File: src/rtl/epcs_resp_pkg.sv
// rtl/epcs_resp_pkg.sv - opcodes, states and status layout for the EPCS responder
package epcs_resp_pkg;

  localparam logic [7:0] OP_PP   = 8'h02;
  localparam logic [7:0] OP_READ = 8'h03;
  localparam logic [7:0] OP_WRDI = 8'h04;
  localparam logic [7:0] OP_RDSR = 8'h05;
  localparam logic [7:0] OP_WREN = 8'h06;
  localparam logic [7:0] OP_RDID = 8'hAB;
  localparam logic [7:0] OP_SE   = 8'hD8;
  localparam logic [7:0] OP_BE   = 8'hC7;

  localparam int STAT_WIP    = 0;
  localparam int STAT_WEL    = 1;
  localparam int SECTOR_BITS = 16;

  typedef enum logic [3:0] {
    ST_IDLE,
    ST_CMD,
    ST_ADDR,
    ST_DUMMY,
    ST_STATUS,
    ST_IGNORE,
    ST_DATA_RD,
    ST_DATA_WR,
    ST_ID
  } state_e;

endpackage

File: src/rtl/epcs_resp_sync.sv
// rtl/epcs_resp_sync.sv - 2-FF synchronisers and edge pulses for the EPCS serial lines
module epcs_resp_sync (
  input  logic clk,
  input  logic rst_n,
  input  logic dclk_i,
  input  logic sce_i,
  input  logic sdo_i,
  output logic dclk_rise,
  output logic dclk_fall,
  output logic sce_lvl,
  output logic sce_rise,
  output logic sce_fall,
  output logic sdo_lvl
);

  logic [2:0] dclk_q, dclk_d;
  logic [2:0] sce_q, sce_d;
  logic [1:0] sdo_q, sdo_d;

  always_comb begin
    dclk_d = {dclk_q[1:0], dclk_i};
    sce_d  = {sce_q[1:0], sce_i};
    sdo_d  = {sdo_q[0], sdo_i};
  end

  always_ff @(posedge clk or negedge rst_n) begin
    if (!rst_n) begin
      dclk_q <= 3'b000;
      sce_q  <= 3'b111;
      sdo_q  <= 2'b00;
    end else begin
      dclk_q <= dclk_d;
      sce_q  <= sce_d;
      sdo_q  <= sdo_d;
    end
  end

  // sdo shares the dclk sync depth, so sdo_lvl is aligned with dclk_rise
  assign dclk_rise = dclk_q[1] & ~dclk_q[2];
  assign dclk_fall = ~dclk_q[1] & dclk_q[2];
  assign sce_lvl   = sce_q[1];
  assign sce_rise  = sce_q[1] & ~sce_q[2];
  assign sce_fall  = ~sce_q[1] & sce_q[2];
  assign sdo_lvl   = sdo_q[1];

endmodule

File: src/rtl/epcs_flash_responder.sv
// rtl/epcs_flash_responder.sv - EPCS serial-flash slave emulation over an 8-bit memory port
// Optional sector/bulk erase sweep built when EPCS_RESP_ERASE_EN is defined.
module epcs_flash_responder
  import epcs_resp_pkg::*;
#(
  parameter int          MEM_AW        = 16,
  parameter logic [7:0]  SILICON_ID    = 8'h14,
  parameter int          PROG_BUSY_CYC = 64
) (
  input  logic              clk_clk,
  input  logic              reset_reset_n,
  input  logic              epcs_dclk,
  input  logic              epcs_sce,
  input  logic              epcs_sdo,
  output logic              epcs_data0,
  output logic [MEM_AW-1:0] mem_addr,
  output logic              mem_rd,
  input  logic [7:0]        mem_rdata,
  output logic              mem_we,
  output logic [7:0]        mem_wdata,
  output logic              busy
);

  localparam int CNT_W = $clog2(PROG_BUSY_CYC + 1);

  logic dclk_rise, dclk_fall, sce_s, sce_rise, sce_fall, sdo_s;

  epcs_resp_sync u_sync (
    .clk       (clk_clk),
    .rst_n     (reset_reset_n),
    .dclk_i    (epcs_dclk),
    .sce_i     (epcs_sce),
    .sdo_i     (epcs_sdo),
    .dclk_rise (dclk_rise),
    .dclk_fall (dclk_fall),
    .sce_lvl   (sce_s),
    .sce_rise  (sce_rise),
    .sce_fall  (sce_fall),
    .sdo_lvl   (sdo_s)
  );

  state_e            state_q, state_d;
  logic [2:0]        bit_cnt_q, bit_cnt_d;
  logic [1:0]        byte_cnt_q, byte_cnt_d;
  logic [6:0]        shin_q, shin_d;
  logic [7:0]        shout_q, shout_d;
  logic [7:0]        op_q, op_d;
  logic [MEM_AW-1:0] addr_q, addr_d;
  logic              data0_q, data0_d;
  logic              mem_rd_q, mem_rd_d;
  logic              mem_we_q, mem_we_d;
  logic [7:0]        wdata_q, wdata_d;
  logic              rd_valid_q, rd_valid_d;
  logic [7:0]        rd_buf_q, rd_buf_d;
  logic              wel_q, wel_d;
  logic [CNT_W-1:0]  busy_cnt_q, busy_cnt_d;
  logic              wrote_q, wrote_d;
  logic              pend_wren_q, pend_wren_d;
  logic              pend_wrdi_q, pend_wrdi_d;

  logic              wip, sweep_active;
  logic [7:0]        in_byte, rd_byte, status_byte, load_byte;

`ifdef EPCS_RESP_ERASE_EN
  localparam int SECT_BITS = (MEM_AW > SECTOR_BITS) ? SECTOR_BITS : MEM_AW;
  localparam logic [MEM_AW-1:0] SECT_MASK = MEM_AW'((64'd1 << SECT_BITS) - 64'd1);

  logic              sweep_q, sweep_d;
  logic              pend_erase_q, pend_erase_d;
  logic              erase_all_q, erase_all_d;
  logic [MEM_AW-1:0] sweep_end_q, sweep_end_d;
  logic [MEM_AW-1:0] erase_mask;

  assign sweep_active = sweep_q;
  assign erase_mask   = erase_all_q ? '1 : SECT_MASK;
`else
  assign sweep_active = 1'b0;
`endif

  assign wip     = (busy_cnt_q != '0) | sweep_active;
  assign in_byte = {shin_q, sdo_s};
  // mem_rdata is only valid for one cycle, so bypass the buffer on that cycle
  assign rd_byte = rd_valid_q ? mem_rdata : rd_buf_q;

  always_comb begin
    status_byte           = 8'h00;
    status_byte[STAT_WIP] = wip;
    status_byte[STAT_WEL] = wel_q;
  end

  always_comb begin
    state_d     = state_q;
    bit_cnt_d   = bit_cnt_q;
    byte_cnt_d  = byte_cnt_q;
    shin_d      = shin_q;
    shout_d     = shout_q;
    op_d        = op_q;
    addr_d      = addr_q;
    data0_d     = data0_q;
    mem_rd_d    = 1'b0;
    mem_we_d    = 1'b0;
    wdata_d     = wdata_q;
    rd_valid_d  = mem_rd_q;
    rd_buf_d    = rd_byte;
    wel_d       = wel_q;
    busy_cnt_d  = (busy_cnt_q != '0) ? busy_cnt_q - 1'b1 : busy_cnt_q;
    wrote_d     = wrote_q;
    pend_wren_d = pend_wren_q;
    pend_wrdi_d = pend_wrdi_q;
    load_byte   = 8'hFF;
`ifdef EPCS_RESP_ERASE_EN
    sweep_d      = sweep_q;
    pend_erase_d = pend_erase_q;
    erase_all_d  = erase_all_q;
    sweep_end_d  = sweep_end_q;
    if (sweep_q) begin
      if (addr_q == sweep_end_q) begin
        sweep_d = 1'b0;
      end else begin
        addr_d   = addr_q + 1'b1;
        mem_we_d = 1'b1;
      end
    end
`endif

    // page program: step the low byte only, after the write strobe has been seen
    if (mem_we_q && state_q == ST_DATA_WR) begin
      addr_d = {addr_q[MEM_AW-1:8], addr_q[7:0] + 8'd1};
    end

    if (sce_s) begin
      if (sce_rise) begin
        if (pend_wren_q) wel_d = 1'b1;
        if (pend_wrdi_q) wel_d = 1'b0;
        if (state_q == ST_DATA_WR && wrote_q) begin
          wel_d      = 1'b0;
          busy_cnt_d = CNT_W'(PROG_BUSY_CYC);
        end
`ifdef EPCS_RESP_ERASE_EN
        if (pend_erase_q) begin
          wel_d       = 1'b0;
          sweep_d     = 1'b1;
          mem_we_d    = 1'b1;
          wdata_d     = 8'hFF;
          addr_d      = addr_q & ~erase_mask;
          sweep_end_d = (addr_q & ~erase_mask) | erase_mask;
        end
`endif
      end
      state_d     = ST_IDLE;
      bit_cnt_d   = 3'd0;
      byte_cnt_d  = 2'd0;
      data0_d     = 1'b1;
      wrote_d     = 1'b0;
      pend_wren_d = 1'b0;
      pend_wrdi_d = 1'b0;
`ifdef EPCS_RESP_ERASE_EN
      pend_erase_d = 1'b0;
`endif
    end else if (state_q == ST_IDLE) begin
      if (sce_fall) begin
        state_d   = ST_CMD;
        bit_cnt_d = 3'd0;
      end
    end else if (dclk_rise) begin
      shin_d    = in_byte[6:0];
      bit_cnt_d = bit_cnt_q + 3'd1;
      if (bit_cnt_q == 3'd7) begin
        case (state_q)
          ST_CMD: begin
            op_d       = in_byte;
            byte_cnt_d = 2'd0;
            state_d    = ST_IGNORE;
            if (!wip || in_byte == OP_RDSR) begin
              case (in_byte)
                OP_READ: state_d = ST_ADDR;
                OP_RDSR: state_d = ST_STATUS;
                OP_WREN: pend_wren_d = 1'b1;
                OP_WRDI: pend_wrdi_d = 1'b1;
                OP_PP:   if (wel_q) state_d = ST_ADDR;
                OP_RDID: state_d = ST_DUMMY;
`ifdef EPCS_RESP_ERASE_EN
                OP_SE:   if (wel_q) state_d = ST_ADDR;
                OP_BE:   if (wel_q) begin
                  pend_erase_d = 1'b1;
                  erase_all_d  = 1'b1;
                end
`endif
                default: state_d = ST_IGNORE;
              endcase
            end
          end
          ST_ADDR: begin
            addr_d     = MEM_AW'({addr_q, in_byte});
            byte_cnt_d = byte_cnt_q + 2'd1;
            if (byte_cnt_q == 2'd2) begin
              state_d = ST_IGNORE;
              if (op_q == OP_READ) begin
                state_d  = ST_DATA_RD;
                mem_rd_d = 1'b1;
              end else if (op_q == OP_PP) begin
                state_d = ST_DATA_WR;
              end
`ifdef EPCS_RESP_ERASE_EN
              else if (op_q == OP_SE) begin
                pend_erase_d = 1'b1;
                erase_all_d  = 1'b0;
              end
`endif
            end
          end
          ST_DUMMY: begin
            byte_cnt_d = byte_cnt_q + 2'd1;
            if (byte_cnt_q == 2'd2) state_d = ST_ID;
          end
          ST_DATA_WR: begin
            mem_we_d = 1'b1;
            wdata_d  = in_byte;
            wrote_d  = 1'b1;
          end
          default: ;
        endcase
      end
    end else if (dclk_fall) begin
      if (state_q == ST_STATUS || state_q == ST_DATA_RD || state_q == ST_ID) begin
        if (bit_cnt_q == 3'd0) begin
          case (state_q)
            ST_STATUS: load_byte = status_byte;
            ST_ID:     load_byte = SILICON_ID;
            default: begin
              load_byte = rd_byte;
              addr_d    = addr_q + 1'b1;
              mem_rd_d  = 1'b1;
            end
          endcase
          data0_d = load_byte[7];
          shout_d = {load_byte[6:0], 1'b1};
        end else begin
          data0_d = shout_q[7];
          shout_d = {shout_q[6:0], 1'b1};
        end
      end else begin
        data0_d = 1'b1;
      end
    end
  end

  always_ff @(posedge clk_clk or negedge reset_reset_n) begin
    if (!reset_reset_n) begin
      state_q     <= ST_IDLE;
      bit_cnt_q   <= 3'd0;
      byte_cnt_q  <= 2'd0;
      shin_q      <= 7'd0;
      shout_q     <= 8'hFF;
      op_q        <= 8'h00;
      addr_q      <= '0;
      data0_q     <= 1'b1;
      mem_rd_q    <= 1'b0;
      mem_we_q    <= 1'b0;
      wdata_q     <= 8'h00;
      rd_valid_q  <= 1'b0;
      rd_buf_q    <= 8'h00;
      wel_q       <= 1'b0;
      busy_cnt_q  <= '0;
      wrote_q     <= 1'b0;
      pend_wren_q <= 1'b0;
      pend_wrdi_q <= 1'b0;
    end else begin
      state_q     <= state_d;
      bit_cnt_q   <= bit_cnt_d;
      byte_cnt_q  <= byte_cnt_d;
      shin_q      <= shin_d;
      shout_q     <= shout_d;
      op_q        <= op_d;
      addr_q      <= addr_d;
      data0_q     <= data0_d;
      mem_rd_q    <= mem_rd_d;
      mem_we_q    <= mem_we_d;
      wdata_q     <= wdata_d;
      rd_valid_q  <= rd_valid_d;
      rd_buf_q    <= rd_buf_d;
      wel_q       <= wel_d;
      busy_cnt_q  <= busy_cnt_d;
      wrote_q     <= wrote_d;
      pend_wren_q <= pend_wren_d;
      pend_wrdi_q <= pend_wrdi_d;
    end
  end

`ifdef EPCS_RESP_ERASE_EN
  always_ff @(posedge clk_clk or negedge reset_reset_n) begin
    if (!reset_reset_n) begin
      sweep_q      <= 1'b0;
      pend_erase_q <= 1'b0;
      erase_all_q  <= 1'b0;
      sweep_end_q  <= '0;
    end else begin
      sweep_q      <= sweep_d;
      pend_erase_q <= pend_erase_d;
      erase_all_q  <= erase_all_d;
      sweep_end_q  <= sweep_end_d;
    end
  end
`endif

  assign epcs_data0 = data0_q;
  assign mem_addr   = addr_q;
  assign mem_rd     = mem_rd_q;
  assign mem_we     = mem_we_q;
  assign mem_wdata  = wdata_q;
  assign busy       = wip;

endmodule

File: config.mk
export PLATFORM = sky130hd
export DESIGN_NAME = epcs_flash_responder
export DESIGN_NICKNAME = d
export VERILOG_FILES = /design/src/rtl/epcs_resp_pkg.sv /design/src/rtl/epcs_resp_sync.sv /design/src/rtl/epcs_flash_responder.sv
export SDC_FILE = /design/constraint.sdc
export NUM_CORES = 1
export LEC_CHECK = 0
export BUFFER_PORTS_ARGS = -buffer_cell sky130_fd_sc_hd__buf_4
export CORE_MARGIN = 5
export CORE_UTILIZATION = 35
export CTS_BUF_LIST = sky130_fd_sc_hd__clkbuf_2 sky130_fd_sc_hd__clkbuf_4 sky130_fd_sc_hd__clkbuf_8
export CTS_CLUSTER_DIAMETER = 150
export CTS_CLUSTER_SIZE = 12
export DETAILED_ROUTE_END_ITERATION = 6
export SYNTH_ARGS = -nofsm -noshare
export SYNTH_HDL_FRONTEND = slang
export SYNTH_SLANG_ARGS = --single-unit
File: constraint.sdc
create_clock -name clk_clk -period 2.6 [get_ports clk_clk]
set_input_delay 0.26 -clock clk_clk [delete_from_list [all_inputs] [get_ports clk_clk]]
set_output_delay 0.26 -clock clk_clk [all_outputs]
set_load 0.005 [all_outputs]
==> results.ini <==
[status]
status=finished, final reports clean

[finish]
fin_util=0.4176
drive_gt1_frac=0.2574
nets=486
syn_to_final_growth_pct=17.12
n_fill_cell=1183
num_antenna_cells=0
regArea_sq_um=2166
multi_input_area_sq_um=1962
final_area_sq_um=5016

[floorplan]
initial_core_util=0.3566
io_pins=41
rows=40
die_w_um=120.6
die-area_sq_um=14550
die_h_um=120.6
coreArea_sq_um=12010

[global_route]
grt_max_degree=82
grt_pass1_vias=3271
grt_pass1_wl_mm=16.99
grt_overflow=0
grt.total_usage=0.1471
antenna_found_initial=0

[synth]
synth.top_cells.by_count=dfrtp_1 (75), nor2_1 (36), a21oi_1 (35), mux2_2 (28), o21ai_0 (27)
synth_flop_cell=dfrtp_1
synth_seq_cells=86
synthCells=417
ys_types=60
synth_nets=438
synth.avg_cell_area_sq_um=10.27
synth.cell_area_sq_um=4283
async_flop_share=1.000
yosysMostFrequentCell=dfrtp_1
synth_top_area_frac=0.4382
ys_warn_count=0
synth_top_area_cell=dfrtp_1
seq_area_frac_synth=0.5057
synth_edf_count=0
synthTopCellsByArea=dfrtp_1 (44%), mux2_2 (7.4%), dfstp_2 (6.7%)

[route]
vias_per_cell=5.418
drc=0
ant_nets=0
vias=3343
totalWireLength_mm=10.05
first_pass_iters=4
wire_per_inst_um=16.29
drt_iter0_markers=323

[worst_setup_path]
cp.arrival_ns=2.08
crit_chain=inv_1 -> ha_1 -> or3b_4 -> or4_4 -> buf_4
r2r.worst_path.cells=6
cpPeakStageDelay_ns=0.51
cpMaxStageDelayCell=or4_4
critPathMaxFanout=9
path_class=reg -> out
end_kind=output pin
critPathRequiredTime_ns=2.34
start_kind=flop

[sta]
finalCriticalPeriod_ns=2.343
final-setup-viol-count=0
rsz0062_at_grt=false
tightest_slew_ns=1.008
tns_ns=0
fin_worst_skew_ns=0.01190
slew_viol_final=0
fin_ws_ns=0.2566
fmax_ghz=0.4267
slew_headroom=0.3278
hold_viol=0
post-route-period-util=0.9013
hold_ws_ns=0.07239

[clocking]
clk_pin_slew_worst_paths_ns=0.08
cts_resized=0
htree_levels=3
clkSinkCount=86
post_cts_buffers=0
cts_inserted_buffers=9
clock_path_buffers=2
holdBufCountCts=3
tritoncts=built
clk_latency_ns=0.37
cts_root_buf=clkbuf_8

[flow_run]
maxCapViolCount=0

[pwr]
power_density_nw_per_um2=576.3
ir_drop_uv=396.3
power_leakage_uw=0.002339

[place]
hpwl_mm=7.024
dp_slack_ns=0.3035
placed_cell_area_sq_um=4792
numPortBuffers=40
finalWeightedCongestion=0.8619

[min_path]
holdCritPathClass=in -> async

==> flip-flops by register name, indices dropped and copies added (netlist names), 2 cells and up <==
name	count
byte_cnt_q	2
u_sync.sce_q	3
mem_addr	16
busy_cnt_q	7
state_q	4
shout_q	7
bit_cnt_q	3
mem_wdata	8
rd_buf_q	8
u_sync.sdo_q	2
u_sync.dclk_q	3
op_q	8
shin_q	7
==> final timing paths <==
kind	end	start	slack, ns
max	busy	busy_cnt_q[0]	0.26
min	mem_addr[10]	reset_reset_n	0.07
max reg2reg	mem_addr[13]	state_q[2]	0.26
min reg2reg	u_sync.dclk_q[1]	u_sync.dclk_q[0]	0.35
max in group asynchronous	u_sync.sce_q[2]	reset_reset_n	1.78
min in group clk_clk	rd_buf_q[3]	mem_rdata[3]	0.15
==> critical path: cells and delay by family (launching register included) <==
family / cells / cell delay, ns
adder cells (fa/ha/maj): 1 / 0.16
AND/OR/NAND/NOR: 2 / 0.90
flip-flops: 1 / 0.40
buffers and inverters: 2 / 0.24
==> per-stage QoR <==
stage	std cells	power [uW]
2_1_floorplan	417	1816
3_3_place_gp	598	1967
3_5_place_dp	598	1972
4_1_cts	617	2921
5_1_grt	617	3052
6_report	617	2891
==> layout by cell type (no fill, tap or decap), drive strengths merged, types with 6 or more instances in the layout <==
cell type,synthesis,layout
a21oi,35,35
a22oi,10,10
and3,8,8
buf,6,56
clkbuf,16,10
dfrtp,75,75
dfstp,11,11
ha,8,8
inv,16,16
mux2,28,28
nand2,21,21
nand3,13,13
nand4,7,7
nor2,38,38
nor3,7,7
nor4,6,6
o21ai,29,29
xor2,7,7
==> cells by family after synthesis <==
| kind of cell | after synthesis | share of synthesized area |
|---|---|---|
| flip-flops | 86 | 0.5057 |
| multiplexers | 32 | 0.08297 |
| AO/OA/AOI/OAI | 109 | 0.1560 |
| XOR/XNOR | 12 | 0.02454 |
| adder cells (fa/ha/maj) | 8 | 0.02337 |
| buffers and inverters | 38 | 0.03623 |
| AND/OR/NAND/NOR | 132 | 0.1712 |
==> cell type report <==
cell class / count / share of cell area
sequential: 86 / 0.4318
multi-input combinational: 293 / 0.3911
timing repair buffer: 59 / 0.08980
tap: 147 / 0.03667
clock buffer: 10 / 0.02619
clock inverter: 6 / 0.01247
inverter: 16 / 0.01197
==> routing by layer <==
| layer | global-route usage | vias up | wire length (um) |
|---|---|---|---|
| met5 | 0 | - | 0 |
| met4 | 0.05453 | 0 | 179 |
| met3 | 0.03882 | 15 | 424 |
| met2 | 0.2127 | 73 | 4481 |
| met1 | 0.2110 | 1651 | 4964 |
| li1 | - | 1604 | - |
==> report_power, final <==
group / internal, uW / leakage (uW) / switching, uW
sequential: 1460 / 0.00115 / 120
clock: 451 / 0.0000917 / 489
combinational: 169 / 0.00110 / 204
total: 2080 / 0.00234 / 814
No activity file was read; power rests on OpenSTA's default activity.
